`src/rtl/dffram_arbiter.sv`:
```
// Two-port round-robin arbiter and response sequencer in front of a single DFFRAM.
// Optionally zero-fills the whole RAM after reset before any request is served.
module dffram_arbiter #(
  parameter int COLS           = 1,
  parameter int CLEAR_ON_RESET = 1,
  localparam int A_WIDTH       = 8 + $clog2(COLS)
) (
  input  logic               CLK,
  input  logic               RSTn,
  input  logic               p0_req,
  input  logic [3:0]         p0_we,
  input  logic [A_WIDTH-1:0] p0_a,
  input  logic [31:0]        p0_di,
  output logic               p0_gnt,
  output logic               p0_ack,
  output logic [31:0]        p0_do,
  input  logic               p1_req,
  input  logic [3:0]         p1_we,
  input  logic [A_WIDTH-1:0] p1_a,
  input  logic [31:0]        p1_di,
  output logic               p1_gnt,
  output logic               p1_ack,
  output logic [31:0]        p1_do,
  output logic               ready,
  output logic               ram_EN,
  output logic [3:0]         ram_WE,
  output logic [A_WIDTH-1:0] ram_A,
  output logic [31:0]        ram_Di,
  input  logic [31:0]        ram_Do
);

  typedef enum logic {ST_CLEAR = 1'b0, ST_RUN = 1'b1} state_t;

  localparam state_t             RST_STATE = (CLEAR_ON_RESET != 0) ? ST_CLEAR : ST_RUN;
  localparam logic [A_WIDTH-1:0] LAST_ADDR = A_WIDTH'(256 * COLS - 1);

  state_t             state_r;
  logic [A_WIDTH-1:0] clr_addr_r;
  logic               ready_r;
  logic               last_p1_r;
  logic               s1_vld_r;
  logic               s1_own_r;
  logic               p0_ack_r;
  logic               p1_ack_r;
  logic [31:0]        p0_do_r;
  logic [31:0]        p1_do_r;
  logic               clear_s;
  logic               run_s;
  logic               gnt0_s;
  logic               gnt1_s;

  // Clear sequencer: walk the address range once, then hand the RAM to the requesters
  always_ff @(posedge CLK or negedge RSTn) begin
    if (!RSTn) begin
      state_r    <= RST_STATE;
      clr_addr_r <= {A_WIDTH{1'b0}};
      ready_r    <= 1'b0;
    end else begin
      case (state_r)
        ST_CLEAR: begin
          if (clr_addr_r == LAST_ADDR) begin
            state_r <= ST_RUN;
            ready_r <= 1'b1;
          end else begin
            clr_addr_r <= clr_addr_r + {{(A_WIDTH-1){1'b0}}, 1'b1};
          end
        end
        ST_RUN: ready_r <= 1'b1;
        default: begin
          state_r <= RST_STATE;
          ready_r <= 1'b0;
        end
      endcase
    end
  end

  // Grant decision; RSTn gating keeps the RAM idle and grants low while reset is held
  always_comb begin
    clear_s = RSTn && (state_r == ST_CLEAR);
    run_s   = RSTn && (state_r == ST_RUN);
    gnt0_s  = run_s && p0_req && (!p1_req || last_p1_r);
    gnt1_s  = run_s && p1_req && !gnt0_s;
  end

  // RAM drive: clear writes, the winning port, or a quiet bus with known values
  always_comb begin
    ram_EN = 1'b0;
    ram_WE = 4'h0;
    ram_A  = {A_WIDTH{1'b0}};
    ram_Di = 32'h0000_0000;
    if (clear_s) begin
      ram_EN = 1'b1;
      ram_WE = 4'hF;
      ram_A  = clr_addr_r;
    end else if (gnt0_s) begin
      ram_EN = 1'b1;
      ram_WE = p0_we;
      ram_A  = p0_a;
      ram_Di = p0_di;
    end else if (gnt1_s) begin
      ram_EN = 1'b1;
      ram_WE = p1_we;
      ram_A  = p1_a;
      ram_Di = p1_di;
    end else begin
      ram_EN = 1'b0;
    end
  end

  // Round-robin pointer, moves only when someone is granted
  always_ff @(posedge CLK or negedge RSTn) begin
    if (!RSTn) begin
      last_p1_r <= 1'b1;
    end else if (gnt0_s) begin
      last_p1_r <= 1'b0;
    end else if (gnt1_s) begin
      last_p1_r <= 1'b1;
    end else begin
      last_p1_r <= last_p1_r;
    end
  end

  // Response pipeline: stage 1 tracks the owner while the RAM reads, stage 2 returns data
  always_ff @(posedge CLK or negedge RSTn) begin
    if (!RSTn) begin
      s1_vld_r <= 1'b0;
      s1_own_r <= 1'b0;
      p0_ack_r <= 1'b0;
      p1_ack_r <= 1'b0;
      p0_do_r  <= 32'h0000_0000;
      p1_do_r  <= 32'h0000_0000;
    end else begin
      s1_vld_r <= gnt0_s || gnt1_s;
      s1_own_r <= gnt1_s;
      p0_ack_r <= s1_vld_r && !s1_own_r;
      p1_ack_r <= s1_vld_r && s1_own_r;
      if (s1_vld_r && !s1_own_r) begin
        p0_do_r <= ram_Do;
      end
      if (s1_vld_r && s1_own_r) begin
        p1_do_r <= ram_Do;
      end
    end
  end

  assign p0_gnt = gnt0_s;
  assign p1_gnt = gnt1_s;
  assign p0_ack = p0_ack_r;
  assign p1_ack = p1_ack_r;
  assign p0_do  = p0_do_r;
  assign p1_do  = p1_do_r;
  assign ready  = ready_r;

endmodule

```
`config.mk`:
```
export PLATFORM = sky130hd
export DESIGN_NAME = dffram_arbiter
export DESIGN_NICKNAME = d
export VERILOG_FILES = /design/src/rtl/dffram_arbiter.sv
export SDC_FILE = /design/constraint.sdc
export NUM_CORES = 1
export LEC_CHECK = 0
export CORE_MARGIN = 4
export CORE_UTILIZATION = 36
export CTS_CLUSTER_DIAMETER = 40
export DETAILED_ROUTE_END_ITERATION = 8
export MAX_ROUTING_LAYER = met4
export PLACE_DENSITY = 0.81
export SYNTH_ARGS = -nofsm -noshare
export SYNTH_HDL_FRONTEND = slang
export SYNTH_SLANG_ARGS = --single-unit
export TNS_END_PERCENT = 100
```
`constraint.sdc`:
```
create_clock -name CLK -period 2.3 [get_ports CLK]
set_input_delay 0.46 -clock CLK [delete_from_list [all_inputs] [get_ports CLK]]
set_output_delay 0.46 -clock CLK [all_outputs]
set_load 0.01 [all_outputs]
```
## After elaboration in Yosys (flattened, before gate mapping)

Cells that the tools add are included.

| word-level totals | value |
|---|---|
| register bits after elaboration | 79 |
| bits in latches | 0 |
| memory bits (writable) | 0 |
| ROM bits | 0 |
| input port bits | 124 |
| memories kept | 0 |

| cells by class | value |
|---|---|
| $add $sub $neg | 1 |
| multipliers | 0 |
| divide/modulo/power cells | 0 |
| $lt $le $gt $ge | 0 |
| eq/ne operators | 2 |
| shift-type cells | 0 |
| muxes and demuxes | 18 |
| bitwise logic cells | 2 |
| reductions and logical operators | 15 |

Operators by type and width:

| operator | count |
|---|---|
| two-way mux 32 bit | 3 |
| two-way mux 8 bit | 3 |
| two-way mux 4 bit | 3 |
| adder 8 x 1 -> 8 bit, second input constant | 1 |
| == test 8 bit, second input constant | 1 |
| logical AND 1 bit | 8 |
| two-way mux 1 bit | 8 |
| logical NOT 1 bit | 3 |
| logical OR 1 bit | 2 |
| != test 2 bit, second input constant | 1 |
| inverter 1 bit | 2 |
| case mux 1 bit (2 select lines) | 1 |
| AND reduction 2 bit | 1 |
| nonzero test 2 bit | 1 |

## Depth between registers and ports, before layout

| depth | value |
|---|---|
| depth after elaboration | 8 |
| gate-level depth with buffers | 6 |
| mapped depth without buffers | 4 |

## Worst setup path before layout

Ideal clock, no wire load.

| path | value |
|---|---|
| kind | reg2out |
| from | register last_p1_r |
| to | output port ram_A[5] |
| arrival time | 1.427 ns |
| data required time | 1.840 ns |
| path slack | 0.413 ns |
| cell stages (with the launch flop) | 6 |
| buffers on the path | 2 |
| path through | dfstp_2 nand2_1 and4_1 buf_2 buf_2 a221o_1 |

| on the way | value |
|---|---|
| cells in the longest elaborated chain, start to end | 7 |

Ends and longest elaborated chain:

| element | line | source |
|---|---|---|
| start, declared | 40 | `logic last_p1_r;` |
| start signal, assigned | 119 | `last_p1_r <= last_p1_r;` |
| logical OR 1 bit (*) | 81 | `gnt0_s = run_s && p0_req && (!p1_req \|\| last_p1_r);` |
| logical AND 1 bit (*) | 81 |  |
| logical NOT 1 bit | 82 | `gnt1_s = run_s && p1_req && !gnt0_s;` |
| logical AND 1 bit | 82 |  |
| two-way mux 8 bit | 100 | `end else if (gnt1_s) begin` |
| two-way mux 8 bit (*) | 95 | `end else if (gnt0_s) begin` |
| two-way mux 8 bit (*) | 91 | `if (clear_s) begin` |
| end, declared | 27 | `output logic [A_WIDTH-1:0] ram_A,` |

Every way passes the cells marked *; elsewhere a longest branch is shown, timed or not.

## Worst setup path after layout

| path | value |
|---|---|
| from | register last_p1_r |
| to | output port ram_Di[28] |

| on the way | value |
|---|---|
| cells in the longest elaborated chain, start to end | 7 |

Ends and longest elaborated chain:

| element | line | source |
|---|---|---|
| logical OR 1 bit (*) | 81 |  |
| logical AND 1 bit (*) | 81 |  |
| logical NOT 1 bit | 82 |  |
| logical AND 1 bit | 82 |  |
| two-way mux 32 bit | 100 |  |
| two-way mux 32 bit (*) | 95 |  |
| two-way mux 32 bit (*) | 91 |  |
| end, declared | 28 | `output logic [31:0] ram_Di,` |

Marked as above.

==> flow_summary.yaml <==
logic_synthesis:
  yosysSeqAreaShare: 0.556
  synth_top_area_frac: 0.549
  ys_types: 30
  syn_nets: 382
  synth_largest_area_cell: "dfrtp_1"
  postSynthCellCount: 257
  syn_avg_cell_area_um2: 13.8
  yosys-top-cells-area: "dfrtp_1, mux2_2, a22o_1"
  syn_area_um2: 3560
  ys_seq_elements: 79
  yosysWarnings: 0
timing:
  fin_crit_ps: 2240
  fmax_ghz: 0.447
  setup_violations: 0
  rsz0062_at_grt: "no"
  tns_ps: 0
  relSlewSlack: 0.338
  whs_ps: 463
  worst_slack_ps: 61.8
  drv_slew: 0
  fin_worst_skew_ps: 18.6
  worst_pin_slew_ps: 993
  period_share: 0.973
  hold_violations: 0
power:
  p_int_mw: 2.33
  power_frac_comb: 0.162
  switching_share: 0.238
  seqPwrFrac: 0.483
  clkPwrFrac: 0.355
  total_power_mw: 3.05
  worst_ir_drop_vdd_v: 0.000531
  switchingPower_mw: 0.727
  leakage_nw: 2.88
  powerDensity_nw_per_um2: 480
status:
  outcome: "complete, no violations"
routing:
  dr_wl_met2_um: 7400
  vias: 3343
  route.met3.wl_um: 912
  drt_iter0_markers: 140
  via_per_inst: 5.14
  highest_layer: "met4"
  ant_nets: 0
  drc: 0
  first_pass_iters: 4
  wl_per_cell_um: 21.2
  routed_wl_um: 13800
  wl_met1_um: 4930
worst_setup_path:
  slowest_delay_ps: 530
  critical_path.cell_chain: "nand2_1 > and4_4 > buf_12 > buf_6 > a22o_4 > buf_2"
  slowest_stage: "dfstp_2"
  critPathTopFamily: "flip-flops"
  cp_num_cells: 6
  start_kind: "register"
  path_buf_inv: 3
  reg2reg_depth: 4
  path_max_fanout: 9
  crit_arrival_ps: 1780
  cp-end-kind: "output pin"
  r2r_end: "clr_addr_r[1]$_DFFE_PN0P_"
  worstPathRequired_ps: 1840
  reg2reg_from: "clr_addr_r[0]$_DFFE_PN0P_"
  crit_start: "last_p1_r$_DFFE_PN1P_"
  crit_type: "reg -> out"
  endpoint: "ram_Di[28]"
  reg2reg_setup_slack_ps: 720
clock_network:
  cts_tree: "built"
  cts_hold_buffers: 0
  clockBufferDepth: 2
  cts.sinks: 79
  clkTransAtPathRegs_ps: 70
  cts_buffers: 9
  htree_num_levels: 3
  clk_latency_ps: 350
  cts-root-buf: "clkbuf_8"
cells_and_area:
  diodes: 0
  layout_commonest_cell: "clkdlybuf4s50_1"
  syn2layout_area_growth_pct: 78.8
  layout_common_cells: "clkdlybuf4s50_1, dfrtp_1, mux2_2, buf_2, a22o_1"
  fin_cells: 651
  drive_gt1_frac: 0.320
  fin_nets: 638
placed_design:
  dp.cells: 624
  dpl_worst_slack_ps: -594
  dpl.hpwl_um: 10600
  place_congestion: 0.912
  port_buffers: 237
min_path:
  hold_class: "in -> async"
die:
  die_h_um: 107
  std_cell_rows: 36
  core_region_area_um2: 9680
  io-pin-count: 238
  die_area_um2: 11500
  initial_core_util: 0.367
  die_w_um: 107
grt:
  grt.total_usage: 0.232
  antenna_found_initial: 0
  grt_start_max_net_pins: 80
  grt_pass1_wl_um: 19600
  grt_pass1_vias: 3545
  overflow: 0
run:
  maxCapViolCount: 0
-- layer usage --
metal,vias up,global-route usage
met3,30,0.0498
met4,0,0.115
met1,1672,0.232
met2,152,0.426
li1,1489,-
met5,-,-
-- cell families after synthesis --
logic type	Yosys count	synth area share
AO/OA/AOI/OAI	52	0.129
XOR/XNOR	2	0.00493
adder cells (fa/ha/maj)	1	0.00352
buffers and inverters	24	0.0398
flip-flops	79	0.556
multiplexers	68	0.215
AND/OR/NAND/NOR	31	0.0514
-- how the worst min path moves through the flow --
stage / cells after the start / start / end / slack (ps)
final: 3 / RSTn / clr_addr_r[5]$_DFFE_PN0P_ / 460
after global routing: 1 / ready$_DFFE_PN0N_ / ready$_DFFE_PN0N_ / 510
after global placement: 1 / ready$_DFFE_PN0N_ / ready$_DFFE_PN0N_ / 450
after CTS: 1 / ready$_DFFE_PN0N_ / ready$_DFFE_PN0N_ / 480
after detailed placement: 1 / ready$_DFFE_PN0N_ / ready$_DFFE_PN0N_ / 460
after floorplan: 0 / RSTn / clr_addr_r[0]$_DFFE_PN0P_ / 160
-- registers in the layout (all words and copies together), names as in the netlist --
signal      cells
clr_addr_r      8
last_p1_r       1
p0_ack          1
p0_do          32
p1_ack          1
p1_do          32
ready           1
s1_own_r        1
s1_vld_r        1
state_r         1
-- cell usage after synthesis --
cell type   n
xor2_1      1
nand3b_1    1
ha_1        1
dfrtp_1    78
buf_2      11
o2111ai_1   1
and2_4      1
buf_6       5
xnor2_1     1
a31oi_1     1
nand2b_1    5
inv_1       6
o21a_1      2
and4b_1     1
a21oi_1     1
and4_1      1
a22o_1     32
a221o_1    12
nand3_1     2
dfstp_2     1
nand2_1     5
nor2b_1     1
clkbuf_1    2
and3_1     10
nor2_1      2
nor3_1      1
a21o_1      1
nand4_1     1
mux2_2     68
o211ai_1    2
-- through the flow --
stage               instance area [µm²]  utilization
floorplan                          3560            -
global placement                   6140        0.634
detailed placement                 6140        0.634
CTS                                6390        0.660
global route                       6360        0.656
finish                             6360        0.656
-- power by group through the flow --
stage,registers [mW],clock network (mW),logic [mW]
2_1_floorplan,1.53,0,0.0655
3_3_place_gp,1.50,0,0.492
3_5_place_dp,1.50,0,0.499
4_1_cts,1.47,1.12,0.499
5_1_grt,1.48,1.17,0.522
6_report,1.47,1.09,0.494
-- what timing repair did --
item,CTS,global route
endpoints found under the setup margin,47,16
pin swaps,4,1
buffers inserted,6,2
gates resized for setup,177,13
gates cloned,3,0
-- worst reg2reg max path, stage by stage (launching register included) --
cell and delay [ps]:
dfrtp_1 440, ha_1 270, nand3_1 160, o21a_1 250, mux2_2 350
-- layout make-up --
type	count	area, µm²
inverter	6	22.5
sequential	79	1980
multi-input combinational	156	1540
fill	764	3330
clock buffer	10	138
timing repair buffer	261	2440
clock inverter	6	75.1
tap	133	166
Note: power is estimated with default switching activity, not from simulation.
